**src/rtl/multicycle_controller_if.sv**
```systemverilog
// Handshake/control bundle between the multicycle controller and the shared datapath and memory.
// The slave modport is the controller side; master is the datapath/memory (or bench) side.
interface multicycle_controller_if #(
   parameter int OP_W  = 3,
   parameter int CNT_W = 16
);
   logic             start;
   logic [OP_W-1:0]  op;
   logic             zero;
   logic             mem_ready;
   logic             mem_read;
   logic             memW;
   logic             ir_en;
   logic             pc_en;
   logic             pc_src;
   logic             regW;
   logic             mem_to_reg;
   logic             addition;
   logic             aluF;
   logic             branch;
   logic             busy;
   logic             halted;
   logic             illegal;
   logic             timeout;
   logic [CNT_W-1:0] instr_count;

   modport master (
      output start, op, zero, mem_ready,
      input  mem_read, memW, ir_en, pc_en, pc_src, regW, mem_to_reg,
             addition, aluF, branch, busy, halted, illegal, timeout, instr_count
   );

   modport slave (
      input  start, op, zero, mem_ready,
      output mem_read, memW, ir_en, pc_en, pc_src, regW, mem_to_reg,
             addition, aluF, branch, busy, halted, illegal, timeout, instr_count
   );
endinterface

```
**src/rtl/multicycle_controller.sv**
```systemverilog
// Multi-cycle sequencer for the 3-bit ISA (store/load/add/beq/halt) with memory-ready
// handshake, memory wait timeout, sticky fault flags and a saturating retire counter.
//
// state  | meaning
// IDLE   | waiting for start
// FETCH  | instruction read, latch op on mem_ready
// DECODE | one-cycle opcode decode
// EXEC   | ALU add or beq compare
// MEMACC | data read (load) or write (store) until mem_ready
// WB     | register file write-back
// HALT   | halt retired, parked until reset
// ERROR  | illegal opcode or memory timeout, parked until reset
module multicycle_controller #(
   parameter int OP_W        = 3,
   parameter int CNT_W       = 16,
   parameter int MEM_TIMEOUT = 16
) (
   input  logic                   clk,
   input  logic                   reset_n,
   multicycle_controller_if.slave bus
);
   localparam logic [2:0] S_IDLE   = 3'd0;
   localparam logic [2:0] S_FETCH  = 3'd1;
   localparam logic [2:0] S_DECODE = 3'd2;
   localparam logic [2:0] S_EXEC   = 3'd3;
   localparam logic [2:0] S_MEMACC = 3'd4;
   localparam logic [2:0] S_WB     = 3'd5;
   localparam logic [2:0] S_HALT   = 3'd6;
   localparam logic [2:0] S_ERROR  = 3'd7;

   localparam logic [2:0] OP_STORE = 3'b000;
   localparam logic [2:0] OP_LOAD  = 3'b001;
   localparam logic [2:0] OP_ADD   = 3'b010;
   localparam logic [2:0] OP_BEQ   = 3'b101;
   localparam logic [2:0] OP_HALT  = 3'b111;

   localparam int             WT_W    = (MEM_TIMEOUT > 1) ? $clog2(MEM_TIMEOUT) : 1;
   localparam logic [WT_W-1:0] WT_LOAD = (MEM_TIMEOUT == 0) ? '0 : WT_W'(MEM_TIMEOUT - 1);
   localparam logic [WT_W-1:0] WT_ONE  = WT_W'(1);
   localparam logic [CNT_W-1:0] CNT_ONE = CNT_W'(1);

   logic [2:0]       r_state;
   logic [OP_W-1:0]  r_op_q;
   logic [WT_W-1:0]  r_wait_left;
   logic             r_illegal;
   logic             r_timeout;
   logic [CNT_W-1:0] r_instr_count;

   logic [2:0] w_state_nxt;
   logic [2:0] w_op_lo;
   logic       w_op_hi_nz;
   logic       w_retire;
   logic       w_waiting;
   logic       w_set_ill;
   logic       w_set_to;

   assign w_op_lo    = r_op_q[2:0];
   assign w_op_hi_nz = (r_op_q >> 3) != '0;

   always_comb begin
      w_state_nxt = r_state;
      w_retire    = 1'b0;
      w_waiting   = 1'b0;
      w_set_ill   = 1'b0;
      w_set_to    = 1'b0;
      case (r_state)
         S_IDLE:   if (bus.start) w_state_nxt = S_FETCH;
         S_FETCH: begin
            if (bus.mem_ready) w_state_nxt = S_DECODE;
            else               w_waiting   = 1'b1;
         end
         S_DECODE: begin
            if (w_op_hi_nz) begin
               w_state_nxt = S_ERROR;
               w_set_ill   = 1'b1;
            end else begin
               case (w_op_lo)
                  OP_STORE, OP_LOAD: w_state_nxt = S_MEMACC;
                  OP_ADD, OP_BEQ:    w_state_nxt = S_EXEC;
                  OP_HALT: begin
                     w_state_nxt = S_HALT;
                     w_retire    = 1'b1;
                  end
                  default: begin
                     w_state_nxt = S_ERROR;
                     w_set_ill   = 1'b1;
                  end
               endcase
            end
         end
         S_EXEC: begin
            if (w_op_lo == OP_BEQ) begin
               w_state_nxt = S_FETCH;
               w_retire    = 1'b1;
            end else begin
               w_state_nxt = S_WB;
            end
         end
         S_MEMACC: begin
            if (bus.mem_ready) begin
               if (w_op_lo == OP_STORE) begin
                  w_state_nxt = S_FETCH;
                  w_retire    = 1'b1;
               end else begin
                  w_state_nxt = S_WB;
               end
            end else begin
               w_waiting = 1'b1;
            end
         end
         S_WB: begin
            w_state_nxt = S_FETCH;
            w_retire    = 1'b1;
         end
         default: w_state_nxt = r_state;
      endcase
      // a completing access on the terminal wait cycle never reaches here
      if (w_waiting && (MEM_TIMEOUT != 0) && (r_wait_left == '0)) begin
         w_state_nxt = S_ERROR;
         w_set_to    = 1'b1;
      end
   end

   always_ff @(posedge clk) begin
      if (!reset_n) begin
         r_state       <= S_IDLE;
         r_op_q        <= '0;
         r_wait_left   <= WT_LOAD;
         r_illegal     <= 1'b0;
         r_timeout     <= 1'b0;
         r_instr_count <= '0;
      end else begin
         r_state <= w_state_nxt;
         if ((r_state == S_FETCH) && bus.mem_ready) r_op_q <= bus.op;
         if (w_state_nxt != r_state)
            r_wait_left <= WT_LOAD;
         else if (w_waiting && (r_wait_left != '0))
            r_wait_left <= r_wait_left - WT_ONE;
         if (w_set_ill) r_illegal <= 1'b1;
         if (w_set_to)  r_timeout <= 1'b1;
         if (w_retire && (r_instr_count != '1))
            r_instr_count <= r_instr_count + CNT_ONE;
      end
   end

   logic w_mem_read, w_memw, w_ir_en, w_pc_en, w_pc_src, w_regw, w_mem_to_reg;
   logic w_addition, w_aluf, w_branch, w_busy, w_halted;

   always_comb begin
      w_mem_read   = 1'b0;
      w_memw       = 1'b0;
      w_ir_en      = 1'b0;
      w_pc_en      = 1'b0;
      w_pc_src     = 1'b0;
      w_regw       = 1'b0;
      w_mem_to_reg = 1'b0;
      w_addition   = 1'b0;
      w_aluf       = 1'b0;
      w_branch     = 1'b0;
      w_busy       = 1'b0;
      w_halted     = 1'b0;
      case (r_state)
         S_FETCH: begin
            w_busy     = 1'b1;
            w_mem_read = 1'b1;
            w_ir_en    = bus.mem_ready;
            w_pc_en    = bus.mem_ready;
         end
         S_DECODE: w_busy = 1'b1;
         S_EXEC: begin
            w_busy = 1'b1;
            if (w_op_lo == OP_BEQ) begin
               w_aluf   = 1'b1;
               w_branch = 1'b1;
               w_pc_en  = bus.zero;
               w_pc_src = bus.zero;
            end else begin
               w_addition = 1'b1;
            end
         end
         S_MEMACC: begin
            w_busy = 1'b1;
            if (w_op_lo == OP_STORE) w_memw     = 1'b1;
            else                     w_mem_read = 1'b1;
         end
         S_WB: begin
            w_busy       = 1'b1;
            w_regw       = 1'b1;
            w_mem_to_reg = (w_op_lo == OP_LOAD);
         end
         S_HALT:  w_halted = 1'b1;
         default: w_busy   = 1'b0;
      endcase
   end

   assign bus.mem_read    = w_mem_read;
   assign bus.memW        = w_memw;
   assign bus.ir_en       = w_ir_en;
   assign bus.pc_en       = w_pc_en;
   assign bus.pc_src      = w_pc_src;
   assign bus.regW        = w_regw;
   assign bus.mem_to_reg  = w_mem_to_reg;
   assign bus.addition    = w_addition;
   assign bus.aluF        = w_aluf;
   assign bus.branch      = w_branch;
   assign bus.busy        = w_busy;
   assign bus.halted      = w_halted;
   assign bus.illegal     = r_illegal;
   assign bus.timeout     = r_timeout;
   assign bus.instr_count = r_instr_count;
endmodule

```
**src/flat_wrapper.sv**
```systemverilog
// flat-port wrapper written by rule: the top's interface ports become plain ports
module multicycle_controller_flat 
#(
   parameter int OP_W        = 3,
   parameter int CNT_W       = 16,
   parameter int MEM_TIMEOUT = 16
)
  (clk, reset_n, bus_start, bus_op, bus_zero, bus_mem_ready, bus_mem_read, bus_memW, bus_ir_en, bus_pc_en, bus_pc_src, bus_regW, bus_mem_to_reg, bus_addition, bus_aluF, bus_branch, bus_busy, bus_halted, bus_illegal, bus_timeout, bus_instr_count);
  multicycle_controller_if #(.OP_W(OP_W), .CNT_W(CNT_W)) bus_i ();
  input  logic clk;
  input  logic reset_n;
  input wire logic [$bits(bus_i.start)-1:0] bus_start;
  input wire logic [$bits(bus_i.op)-1:0] bus_op;
  input wire logic [$bits(bus_i.zero)-1:0] bus_zero;
  input wire logic [$bits(bus_i.mem_ready)-1:0] bus_mem_ready;
  output wire logic [$bits(bus_i.mem_read)-1:0] bus_mem_read;
  output wire logic [$bits(bus_i.memW)-1:0] bus_memW;
  output wire logic [$bits(bus_i.ir_en)-1:0] bus_ir_en;
  output wire logic [$bits(bus_i.pc_en)-1:0] bus_pc_en;
  output wire logic [$bits(bus_i.pc_src)-1:0] bus_pc_src;
  output wire logic [$bits(bus_i.regW)-1:0] bus_regW;
  output wire logic [$bits(bus_i.mem_to_reg)-1:0] bus_mem_to_reg;
  output wire logic [$bits(bus_i.addition)-1:0] bus_addition;
  output wire logic [$bits(bus_i.aluF)-1:0] bus_aluF;
  output wire logic [$bits(bus_i.branch)-1:0] bus_branch;
  output wire logic [$bits(bus_i.busy)-1:0] bus_busy;
  output wire logic [$bits(bus_i.halted)-1:0] bus_halted;
  output wire logic [$bits(bus_i.illegal)-1:0] bus_illegal;
  output wire logic [$bits(bus_i.timeout)-1:0] bus_timeout;
  output wire logic [$bits(bus_i.instr_count)-1:0] bus_instr_count;
  assign bus_i.start = bus_start;
  assign bus_i.op = bus_op;
  assign bus_i.zero = bus_zero;
  assign bus_i.mem_ready = bus_mem_ready;
  assign bus_mem_read = bus_i.mem_read;
  assign bus_memW = bus_i.memW;
  assign bus_ir_en = bus_i.ir_en;
  assign bus_pc_en = bus_i.pc_en;
  assign bus_pc_src = bus_i.pc_src;
  assign bus_regW = bus_i.regW;
  assign bus_mem_to_reg = bus_i.mem_to_reg;
  assign bus_addition = bus_i.addition;
  assign bus_aluF = bus_i.aluF;
  assign bus_branch = bus_i.branch;
  assign bus_busy = bus_i.busy;
  assign bus_halted = bus_i.halted;
  assign bus_illegal = bus_i.illegal;
  assign bus_timeout = bus_i.timeout;
  assign bus_instr_count = bus_i.instr_count;
  multicycle_controller #(.OP_W(OP_W), .CNT_W(CNT_W), .MEM_TIMEOUT(MEM_TIMEOUT)) u_core (.clk(clk), .reset_n(reset_n), .bus(bus_i));
endmodule
```
**config.mk**
```make
export PLATFORM = sky130hd
export DESIGN_NAME = multicycle_controller_flat
export DESIGN_NICKNAME = d
export VERILOG_FILES = /design/src/rtl/multicycle_controller_if.sv /design/src/rtl/multicycle_controller.sv /design/src/flat_wrapper.sv
export SDC_FILE = /design/constraint.sdc
export NUM_CORES = 1
export LEC_CHECK = 0
export ABC_AREA = 1
export CAP_MARGIN = 40
export CORE_ASPECT_RATIO = 1.1
export CORE_UTILIZATION = 45
export CTS_CLUSTER_DIAMETER = 80
export CTS_CLUSTER_SIZE = 24
export DETAILED_ROUTE_END_ITERATION = 6
export GPL_ROUTABILITY_DRIVEN = 1
export PLACE_DENSITY = 0.72
export SLEW_MARGIN = 20
export SYNTH_ARGS = -nofsm -noshare
export SYNTH_HDL_FRONTEND = slang
export SYNTH_SLANG_ARGS = --single-unit
```
**constraint.sdc**
```tcl
create_clock -name clk -period 1.9 [get_ports clk]
set_clock_uncertainty 0.05 [all_clocks]
set_input_delay 0.38 -clock clk [delete_from_list [all_inputs] [get_ports clk]]
set_output_delay 0.38 -clock clk [all_outputs]
set_load 0.005 [all_outputs]
```
* Word level (Yosys, flattened, before mapping)
Cells that the tools add are included.
** Storage, ports and cells
- Memories :: 0
- Bits in latches :: 0
- ROM bits :: 0
- Memory bits (writable) :: 0
- Register bits after elaboration :: 28
- Output and inout port bits :: 30
** Operators by class
- Shift operators :: 0
- $add $sub $neg :: 2
- Multipliers :: 0
- Equality and inequality tests :: 12
- Divide/modulo/power cells :: 0
- $lt $le $gt $ge :: 0
- Bitwise operators :: 1
- Reductions and logical operators :: 14
- Muxes and demuxes :: 32
** Operator list (count)
- 2-to-1 mux 1 bit :: 21
- 2-to-1 mux 3 bit :: 6
- one-hot mux 3 bit (6 select lines) :: 1
- adder 16 x 1 -> 16 bit, second input constant :: 1
- inequality test 16 bit, second input constant :: 1
- == test 3 bit, second input constant :: 5
- OR reduction 5 bit :: 2
- == test 3 x 2 -> 1 bit, second input constant :: 3
- one-hot mux 3 bit (3 select lines) :: 1
- OR reduction 2 bit :: 4
- == test 3 x 1 -> 1 bit, second input constant :: 2
- zero test 3 bit :: 2
- logical AND 1 bit :: 4
- zero test 4 bit :: 1
- one-hot mux 1 bit (2 select lines) :: 2
- one-hot mux 1 bit (4 select lines) :: 1
- nonzero test 4 bit :: 1
- subtractor 4 x 1 -> 4 bit, second input constant :: 1
- inequality test 3 bit :: 1
- inverter 1 bit :: 1

* Depth between registers and ports, before layout
Gate-level depths: netlist of the first run.
- Word-level depth :: 7
- Gate-level depth with buffers :: 11

* Worst setup path after synthesis of the first run
OpenSTA, ideal clock, no wires.
- Path type :: reg-to-reg
- Start :: register u_core.r_instr_count[0] (netlist: u_core.bus.instr_count[0])
- End :: register u_core.r_instr_count[3] (netlist: u_core.bus.instr_count[3])
- Path slack :: 0.235 ns
- Path buffers :: 1
- Stages on the path, launching flop included :: 12
- Data arrival time :: 1.478 ns
- Required time :: 1.714 ns
- Cell sequence :: dfxtp_1 > ha_1 > nand2_1 > nor2_2 > nand3b_1 > inv_1 > nand2_1 > nand2_4 > inv_6 > buf_6 > nand2_1 > a21oi_2
** Between the ends
- Word-level cells in the longest chain between the ends :: 2
** Ends and longest elaborated chain
- from (decl) :: line multicycle_controller.sv:47 : logic [CNT_W-1:0] r_instr_count;
- from (signal assigned) :: line multicycle_controller.sv:142 : r_instr_count <= r_instr_count + CNT_ONE;
- branches (longest 2 deep; another with adder 16 x 1 -> 16 bit)
Parallel ways; which one is timed is not known.
A chain may end at the register's enable or synchronous reset.

* Worst setup path after layout of the first run
- Start :: register u_core.r_state[1]
- End :: output bus_memW
** Between the ends
- Word-level cells in the longest chain between the ends :: 2
** Ends and longest elaborated chain
- from (decl) :: line multicycle_controller.sv:42 : logic [2:0] r_state;
- from (signal assigned) :: line multicycle_controller.sv:133 : r_state <= w_state_nxt;
- == test 3 bit :: line multicycle_controller.sv:162 : case (r_state)
- 2-to-1 mux 1 bit :: line multicycle_controller.sv:162
- to (decl) :: line flat_wrapper.sv:17 : output wire logic [$bits(bus_i.memW)-1:0] bus_memW;
Every way passes these cells.

==> results.sh, run 1 <==
export IMPL_status="completed"
export IMPL_grt_max_degree=20
export IMPL_htree_levels=1
export IMPL_end_kind="output pin"
export IMPL_cts_made_buffers=3
export IMPL_final_nets=337
export IMPL_cts_sinks=28
export IMPL_mostFrequentLayoutCell="nand2_1"
export IMPL_arrival_ns=1.44
export IMPL_r2r_start="u_core.r_state[0]"
export IMPL_initial_core_util_pct=47.7
export IMPL_fp_dieW_um=61.6
export IMPL_p_per_area_mw_per_mm2=513
export IMPL_drive_gt1_share_pct=23.4
export IMPL_cap_violations=0
export IMPL_finalHoldViolCount=0
export IMPL_grt_use_total_pct=22.1
export IMPL_grt_pass1_wl_um=7000
export IMPL_yosys_warnings=0
export IMPL_yosysUniqueCellTypes=31
export IMPL_syn_area_per_cell_sq_um=6.70
export IMPL_fp_row_count=23
export IMPL_worst_pin_slew_ns=0.294
export IMPL_coreArea_sq_mm=0.00368
export IMPL_drc=0
export IMPL_dieHeight_um=67.5
export IMPL_p_leak_nw=1.12
export IMPL_grt_pass1_vias=1725
export IMPL_antenna_found_initial=0
export IMPL_grt_ovfl_total=0
export IMPL_report_final_slew_viol_count=0
export IMPL_critPathMaxFanout=7
export IMPL_max_vdd_ir_drop_uv=304
export IMPL_ant_nets=0
export IMPL_post_route_period_util_pct=98.2
export IMPL_drt_initial_drc_count=73
export IMPL_num_antenna_cells=0
export IMPL_clk_latency_ns=0.26
export IMPL_setup_violations=0
export IMPL_clockBufferDepth=2
export IMPL_required_ns=1.47
export IMPL_synth_seq_cells=28
export IMPL_areaGrowthSynthToFinish_pct=42.2
export IMPL_grt_setup_unrepaired="true"
export IMPL_gp_congestion=0.852
export IMPL_post_route_min_period_ns=1.87
export IMPL_die_area_sq_mm=0.00416
export IMPL_relSlewSlack_pct=80.3
export IMPL_cts_root_buf="clkbuf_8"
export IMPL_hp_class="flop to flop"
export IMPL_worst_setup_path_start_kind="flop"
export IMPL_place_port_buffers=37
export IMPL_critical_path_class="flop to output pin"
export IMPL_holdWs_ns=0.406
export IMPL_layout_common_cells="nand2_1, inv_1, clkdlybuf4s50_1"
export IMPL_vias_per_cell=4.83
export IMPL_wl_per_cell_um=11.4
export IMPL_hold_path_startpoint="u_core.bus.timeout"
export IMPL_dp_hpwl_um=3140
export IMPL_synthCells=262
export IMPL_synth_nets=273
export IMPL_cts_tree="done"
export IMPL_drtPass1Iterations=4
export IMPL_clock_fmax_ghz=0.536
export IMPL_via_count=1812
export IMPL_synth_seq_area_share_pct=31.9
export IMPL_ios=38
export IMPL_startpoint="u_core.r_state[1]"
export IMPL_totalWireLength_um=4270
export IMPL_synth_area_sq_mm=0.00176
export IMPL_clk_pin_slew_worst_paths_ns=0.09
export IMPL_fin_util_pct=67.8
==> path summary, 6_finish.rpt <==
kind                           end  slack, ns  cells after the start
max                       bus_memW       0.03                      4
min             u_core.bus.timeout       0.41                      2
max reg2reg  u_core.r_wait_left[1]       0.17                     12
min reg2reg     u_core.bus.timeout       0.41                      2
==> state kept, by name, summed over array words and instances, names as in the netlist <==
register / flops
u_core.r_op_q: 3
u_core.bus.timeout: 1
u_core.bus.instr_count: 16
u_core.bus.illegal: 1
u_core.r_wait_left: 4
u_core.r_state: 3
==> cell families (layout without fill, tap and decap cells) <==
kind of cell	Yosys count	in the layout	share of synthesized area, %
DFF	28	28	31.9
AOI/OAI and AO/OA	29	29	9.40
and+or+nand+nor	143	143	37.5
adders and majority gates	3	3	2.14
buffers and inverters	42	105	10.6
xor gates and xnor gates	17	17	8.48
==> area by class of cell <==
type | count | area [sq um]
clock buffer | 4 | 55.1
fill | 362 | 1180
inverter | 37 | 149
multi-input combinational | 192 | 1070
sequential | 28 | 576
tap | 50 | 62.6
timing repair buffer | 64 | 586
==> critical path, cell delays in order, from the launching register on <==
cell and delay [ns]:
dfxtp_4 0.40, nor2_4 0.10, nand2_2 0.07, nor2_1 0.10, clkdlybuf4s50_1 0.50
==> stage by stage <==
stage          worst slack (ns)  instance area, sq um  power [mW]  std cells  setup TNS [ns]
6_report                 0.0346                  2500        1.28        375               0
5_1_grt                 -0.0363                  2500        1.36        375         -0.0363
4_1_cts                -0.00421                  2480        1.29        373        -0.00581
3_5_place_dp             -0.136                  2320       0.889        364           -1.35
3_3_place_gp             -0.116                  2320       0.885        364          -0.924
2_1_floorplan             0.235                  1760       0.779        262               0
==> Yosys cell counts (all sizes together) <==
cell / instances / share of area [%]
nand2: 71 / 16
inv: 36 / 8.0
nor2: 35 / 8.9
dfxtp: 28 / 32
nand3: 28 / 9.3
a21oi: 19 / 6.5
xor2: 10 / 5.0
o21ai: 9 / 2.6
xnor2: 7 / 3.5
buf: 4 / 2.2
nor3: 4 / 1.4
ha: 3 / 2.1
nand4: 3 / 1.1
a31oi: 1 / 0.36
clkbuf: 1 / 0.21
clkinv: 1 / 0.21
nand3b: 1 / 0.43
nor4: 1 / 0.36
==> per-layer routing <==
layer  up-vias  part of all wire [%]  global-route usage (%)
li1        955                     -                       -
met2        37                    52                    40.9
met1       812                    44                    25.3
met3         8                   3.0                    3.07
met5         -                     0                       0
met4         0                   1.4                    7.50
==> repair_timing <==
item / in CTS / in global routing
setup buffers: 5 / 2
gates resized for setup: 32 / 11
hold buffers: 0 / 0
pin swaps: 2 / 0
setup endpoints to repair: 12 / 11
==> where the power goes <==
| part | switching (mW) | internal, mW | total [mW] | leakage, nW |
|---|---|---|---|---|
| logic | 0.158 | 0.136 | 0.294 | 0.858 |
| registers | 0.0269 | 0.604 | 0.631 | 0.230 |
| clock network | 0.171 | 0.185 | 0.356 | 0.0288 |
| total | 0.356 | 0.925 | 1.28 | 1.12 |
(Power assumes the default switching activity.)
==> run 2: changes to the inputs <==
CTS_CLUSTER_DIAMETER = 50   (was 80)
==> results of run 2 <==
Same layout as run 1: the final DEF is identical, and so are final timing and power.
==> run 3: changes to the inputs <==
GPL_ROUTABILITY_DRIVEN = unset   (was 1)
==> results of run 3 <==
Same layout as run 1: the final DEF is identical, and so are final timing and power.
